## config.mk

```make
export PLATFORM = sky130hd
export DESIGN_NAME = switchbox_config_loader
export DESIGN_NICKNAME = d
export VERILOG_FILES = /design/src/rtl/switchbox_config_loader.sv
export SDC_FILE = /design/constraint.sdc
export NUM_CORES = 2
export LEC_CHECK = 0
export CAP_MARGIN = 25
export CORE_MARGIN = 4
export CORE_UTILIZATION = 45
export DETAILED_ROUTE_END_ITERATION = 8
export GPL_ROUTABILITY_DRIVEN = 1
export PLACE_DENSITY = 0.78
export SYNTH_ARGS = -nofsm -noshare
export SYNTH_HDL_FRONTEND = slang
export SYNTH_SLANG_ARGS = --single-unit
```

## constraint.sdc

```tcl
create_clock -name clock -period 1.2 [get_ports clock]
set_input_delay 0.24 -clock clock [delete_from_list [all_inputs] [get_ports clock]]
set_output_delay 0.24 -clock clock [all_outputs]
set_load 0.01 [all_outputs]
```

## src/rtl/switchbox_config_loader.sv

```systemverilog
// Configuration loader for one switch box tile. Words stream into a shadow
// register. The complete image reaches config_out in one step, so the muxes never see a partial load.
module switchbox_config_loader #(
    parameter int CONFIG_WIDTH = 384,
    parameter int WORD_WIDTH   = 8
) (
    input  logic                    clock,
    input  logic                    nreset,
    input  logic                    cfg_start,
    input  logic [WORD_WIDTH-1:0]   cfg_data,
    input  logic                    cfg_valid,
    output logic                    cfg_ready,
    output logic                    cfg_done,
    output logic                    cfg_error,
    output logic [CONFIG_WIDTH-1:0] config_out
);

    localparam int NUM_WORDS = CONFIG_WIDTH / WORD_WIDTH;
    localparam int CNT_W     = $clog2(NUM_WORDS + 1);
    localparam logic [CNT_W-1:0] LAST_COUNT = CNT_W'(NUM_WORDS - 1);

    typedef enum logic [1:0] {
        IDLE,
        LOAD,
        COMMIT
    } state_t;

    state_t                  state_reg;
    logic [CNT_W-1:0]        count_reg;
    logic [CONFIG_WIDTH-1:0] shadow_reg;
    logic [CONFIG_WIDTH-1:0] shadow_next;
    logic [CONFIG_WIDTH-1:0] config_reg;
    logic                    ready_reg;
    logic                    done_reg;
    logic                    error_reg;

    // A new word enters at the top and the image shifts down one word.
    // After a full load, the first word sent is in the lowest bits.
    genvar gi;
    generate
        for (gi = 0; gi < NUM_WORDS - 1; gi++) begin : g_shift
            assign shadow_next[gi*WORD_WIDTH +: WORD_WIDTH] =
                shadow_reg[(gi+1)*WORD_WIDTH +: WORD_WIDTH];
        end
    endgenerate
    assign shadow_next[CONFIG_WIDTH-1 -: WORD_WIDTH] = cfg_data;

    always_ff @(posedge clock) begin
        if (!nreset) begin
            state_reg  <= IDLE;
            count_reg  <= '0;
            shadow_reg <= '0;
            config_reg <= '0;
            ready_reg  <= 1'b0;
            done_reg   <= 1'b0;
            error_reg  <= 1'b0;
        end else begin
            done_reg <= 1'b0;
            case (state_reg)
                IDLE: begin
                    if (cfg_start) begin
                        state_reg <= LOAD;
                        count_reg <= '0;
                        error_reg <= 1'b0;
                        ready_reg <= 1'b1;
                    end else if (cfg_valid) begin
                        error_reg <= 1'b1;
                    end
                end
                LOAD: begin
                    // A restart takes priority over a word offered on the same edge.
                    // Stale shadow bits are left in place because the next load overwrites all of them.
                    if (cfg_start) begin
                        count_reg <= '0;
                    end else if (cfg_valid) begin
                        shadow_reg <= shadow_next;
                        count_reg  <= count_reg + CNT_W'(1);
                        if (count_reg == LAST_COUNT) begin
                            state_reg <= COMMIT;
                            ready_reg <= 1'b0;
                        end
                    end
                end
                COMMIT: begin
                    config_reg <= shadow_reg;
                    done_reg   <= 1'b1;
                    state_reg  <= IDLE;
                    if (cfg_valid) begin
                        error_reg <= 1'b1;
                    end
                end
                default: begin
                    state_reg <= IDLE;
                    ready_reg <= 1'b0;
                end
            endcase
        end
    end

    assign cfg_ready  = ready_reg;
    assign cfg_done   = done_reg;
    assign cfg_error  = error_reg;
    assign config_out = config_reg;

endmodule

```

* Word level (Yosys, flattened, before mapping) *
Cells that the tools add are included.

word-level totals
  register bits after elaboration = 779
  bits in latches = 0
  bits in writable memories = 0
  ROM bits = 0
  bits of input ports = 12
  output and inout port bits = 387
  memories = 0

operators by class
  add/subtract/negate cells = 1
  $mul = 0
  div/mod/pow operators = 0
  magnitude comparators = 0
  eq/ne operators = 8
  shift-type cells = 0
  mux-type cells = 18
  bitwise gates (word level) = 2
  reductions and logical operators = 7

operators by type and width
  cell                                                                    number
  6-bit two-way mux                                                       3
  6-bit one-hot mux with 2 select lines                                   1
  2-bit two-way mux                                                       4
  2-bit != test (second input constant)                                   4
  1-bit two-way mux                                                       7
  6-bit by 1-bit adder with 6-bit output (second input constant)          1
  6-bit equality test (second input constant)                             1
  3-bit AND reduction                                                     2
  5-bit AND reduction                                                     1
  2-bit one-hot mux with 2 select lines                                   1
  4-bit AND reduction                                                     1
  2-bit nonzero test                                                      2
  3-bit != test (second input constant)                                   1
  1-bit one-hot mux with 3 select lines                                   1
  2-bit by 1-bit equality test with 1-bit output (second input constant)  1
  2-bit equality test (second input constant)                             1
  2-bit zero test                                                         1
  1-bit NOT                                                               2
  1-bit one-hot mux with 2 select lines                                   1

* Depth between registers and ports, before layout *
  depth after elaboration = 5
  depth in mapped cells = 7
  depth with buffers taken out = 4

* Worst setup path after synthesis *
OpenSTA, ideal clock, no wires.

  kind = reg2reg
  start = reg state_reg[1]
  end = reg config_reg[323], in the netlist config_out[323]
  library setup time = 0.132 ns
  data arrival time = 1.158 ns
  required time = 1.068 ns
  slack = -0.090 ns
  stages on the path, launching flop included = 8
  clock period less this slack = 1.290 ns
  path through = dfxtp_1 > buf_2 > and2b_1 > buf_4 > buf_4 > buf_4 > nand2_1 > a21oi_1

on the way
  longest elaborated chain between the ends = 1

RTL lines
  item                    RTL line  text
  from (decl)             28        state_t state_reg;
  from (signal assigned)  50        state_reg <= IDLE;
  from (signal assigned)  62        state_reg <= LOAD;
  from (signal assigned)  79        state_reg <= COMMIT;
  2-bit equality test     59        case (state_reg)
  to (signal assigned)    85        config_reg <= shadow_reg;
  to (decl)               32        logic [CONFIG_WIDTH-1:0] config_reg;

No other way between the ends.
A chain may end at the register's enable or synchronous reset.

* Final worst setup path *
  start = reg state_reg[0]
  end = reg shadow_reg[44]

on the way
  longest elaborated chain between the ends = 2

RTL lines
  item                                            RTL line  text
  2-bit by 1-bit equality test with 1-bit output  59
  3-bit AND reduction (no source line)            n/a
  to (signal assigned)                            76        shadow_reg <= shadow_next;
  to (decl)                                       30        logic [CONFIG_WIDTH-1:0] shadow_reg;

No other way between the ends.

==> flow_metrics.env <==
export IMPL_start_util_pct=45.7
export IMPL_ir_drop_mv=1.03
export IMPL_violations="setup timing"
export IMPL_path_max_fanout=22
export IMPL_gp_congestion=0.838
export IMPL_setup_violations_final=1163
export IMPL_finalCriticalPeriod_ns=1.54
export IMPL_layout_setup_ws_ns=-0.344
export IMPL_cts_inserted_buffers=77
export IMPL_final_cell_mix="nand2_1 (1499), a21oi_1 (668), buf_6 (402), dfxtp_1 (391), dfxtp_2 (381)"
export IMPL_end_kind="flip-flop"
export IMPL_grt_max_degree=46
export IMPL_grt_use_total_pct=23.6
export IMPL_ant_nets=0
export IMPL_grt_pass1_wl_mm=124
export IMPL_fmax_ghz=0.648
export IMPL_clockRootBuffer="clkbuf_16"
export IMPL_rsz0062_at_grt="yes"
export IMPL_synth_cell_types=33
export IMPL_r2r_slack_ns=-0.34
export IMPL_dp_cells=4488
export IMPL_antenna_cells=0
export IMPL_wirelength_mm=88.6
export IMPL_postSynthCellCount=3389
export IMPL_path_class="reg -> reg"
export IMPL_timing_final_crit_share_pct=129
export IMPL_slew_violations=0
export IMPL_finalNonFillerCells=4740
export IMPL_holdWs_ns=0.208
export IMPL_power_uw=53900
export IMPL_layout_drive_gt1_share_pct=34.4
export IMPL_seq_area_um2=16100
export IMPL_clock_sinks=779
export IMPL_drc_errors=0
export IMPL_rows=89
export IMPL_io_buffers=398
export IMPL_critPathRequiredTime_ns=1.72
export IMPL_cp_start_kind="flip-flop"
export IMPL_multi_input_area_um2=10600
export IMPL_fillCellCount=4257
export IMPL_maxCapViolCount=0
export IMPL_avgSynthCellArea_um2=8.03
export IMPL_relSlewSlack_pct=71.6
export IMPL_antenna_found_initial=1
export IMPL_fin_skew_ns=0.0247
export IMPL_vias=25700
export IMPL_hold_viol_final=0
export IMPL_final_util_pct=66.0
export IMPL_viasPerCell=5.42
export IMPL_drt_iter0_drc=2258
export IMPL_fin_nets=3919
export IMPL_cts_tree="done"
export IMPL_overflow=0
export IMPL_syn2layout_area_growth_pct=44.2
export IMPL_arrival_ns=2.07
export IMPL_clk_pin_slew_worst_paths_ns=0.07
export IMPL_min_path_type="in -> reg"
export IMPL_die_w_um=254
export IMPL_syn_nets=3402
export IMPL_pre_cts_slack_ns=-0.604
export IMPL_outcome="finished with violations"
export IMPL_hpwl_mm=52.1
export IMPL_die_h_um=254
export IMPL_ctsHoldBuffers=0
export IMPL_grt_pass1_vias=23500
export IMPL_cts_max_level=3
export IMPL_first_pass_iters=8
export IMPL_clock_latency_ns=0.62
export IMPL_syn_area_um2=27200
export IMPL_yosysWarnings=0
export IMPL_wl_per_cell_um=18.7
export IMPL_powerDensity_nw_per_um2=1370
export IMPL_final_common_cell="nand2_1"
export IMPL_ys_ff_latch=779
export IMPL_yosysSeqAreaShare_pct=57.3
export IMPL_clock_path_buffers=3
export IMPL_fp_dieArea_um2=64400
export IMPL_p_leak_uw=0.0146
export IMPL_core_area_um2=59500
export IMPL_ios=399
export IMPL_tightest_slew_ns=0.415
## logic make-up (layout without fill, tap and decap cells)
family	count (synthesis)	in the layout	synth area share (%)
AOI/OAI and AO/OA	785	785	14.5
adders and majority gates	1	1	0.0460
xor gates and xnor gates	1	1	0.0322
DFF	779	779	57.3
and+or+nand+nor	1560	1560	21.8
buffers and inverters	263	841	6.28
## final cells by class
type | count | area share, %
flip-flops and latches | 779 | 41.0
multi-input cells | 2347 | 27.1
repair buffers | 697 | 22.2
clock buffers | 103 | 5.65
well taps | 773 | 2.47
clock inverters | 37 | 1.52
inverters | 4 | 0.0574
## power by group
part	internal, uW	switching (uW)	total, uW
clock	16100	10400	26500
combinational	584	918	1500
sequential	25800	15.0	25900
## final timing paths
path | start | endpoint | cells after the start
max | state_reg[0] | shadow_reg[44] | 7
min | cfg_data[0] | shadow_reg[376] | 3
max reg2reg | state_reg[0] | shadow_reg[44] | 7
min reg2reg | shadow_reg[245] | config_out[245] | 2
## synth_stat cells (all sizes together)
cell type / count / area (um^2)
nor2: 3 / 11.3
or3: 2 / 12.5
o211ai: 1 / 7.51
dfxtp: 779 / 15600
nand4: 1 / 6.26
ha: 1 / 12.5
inv: 4 / 15.0
nand4b: 1 / 23.8
nor3: 2 / 10.0
o41ai: 1 / 8.76
nor4: 1 / 6.26
nand3b: 1 / 7.51
nand2: 1539 / 5780
a2111oi: 1 / 8.76
buf: 171 / 1360
o31ai: 1 / 7.51
o21ai: 4 / 20.0
nand3: 1 / 5.00
a21oi: 776 / 3880
and4bb: 1 / 12.5
xor2: 1 / 8.76
clkbuf: 88 / 330
nand4bb: 1 / 11.3
or4: 1 / 7.51
and4: 1 / 8.76
nor3b: 1 / 7.51
and2b: 1 / 7.51
nand2b: 3 / 18.8
a31oi: 1 / 6.26
## through the flow
step                setup TNS (ns)  instance area (um^2)
floorplan                    -3.75                 27300
global placement           -315.12                 32800
detailed placement         -325.53                 32800
CTS                        -175.14                 37300
global route               -243.75                 39200
finish                     -184.12                 39200
## per-layer routing
| metal | routed length, um | global-route usage [%] | up-vias |
|---|---|---|---|
| li1 | - | - | 12000 |
| met1 | 34900 | 30.3 | 12300 |
| met2 | 43800 | 40.1 | 1161 |
| met3 | 6970 | 4.42 | 229 |
| met4 | 2920 | 8.39 | 2 |
| met5 | 8 | 0 | - |
## worst max-delay path, stage by stage, from the launching register on
cell,delay (ns)
dfxtp_4,0.36
buf_4,0.14
nand4bb_4,0.12
buf_12,0.18
buf_4,0.15
clkbuf_16,0.19
nand2_1,0.11
a21oi_1,0.21
## repair_timing
action	in CTS	in global routing
endpoints found under the setup margin	1161	1163
pin swaps	6	47
resized for setup	2372	203
setup buffers	44	23
gates cloned	7	39
Note: power is estimated with default switching activity, not from simulation.
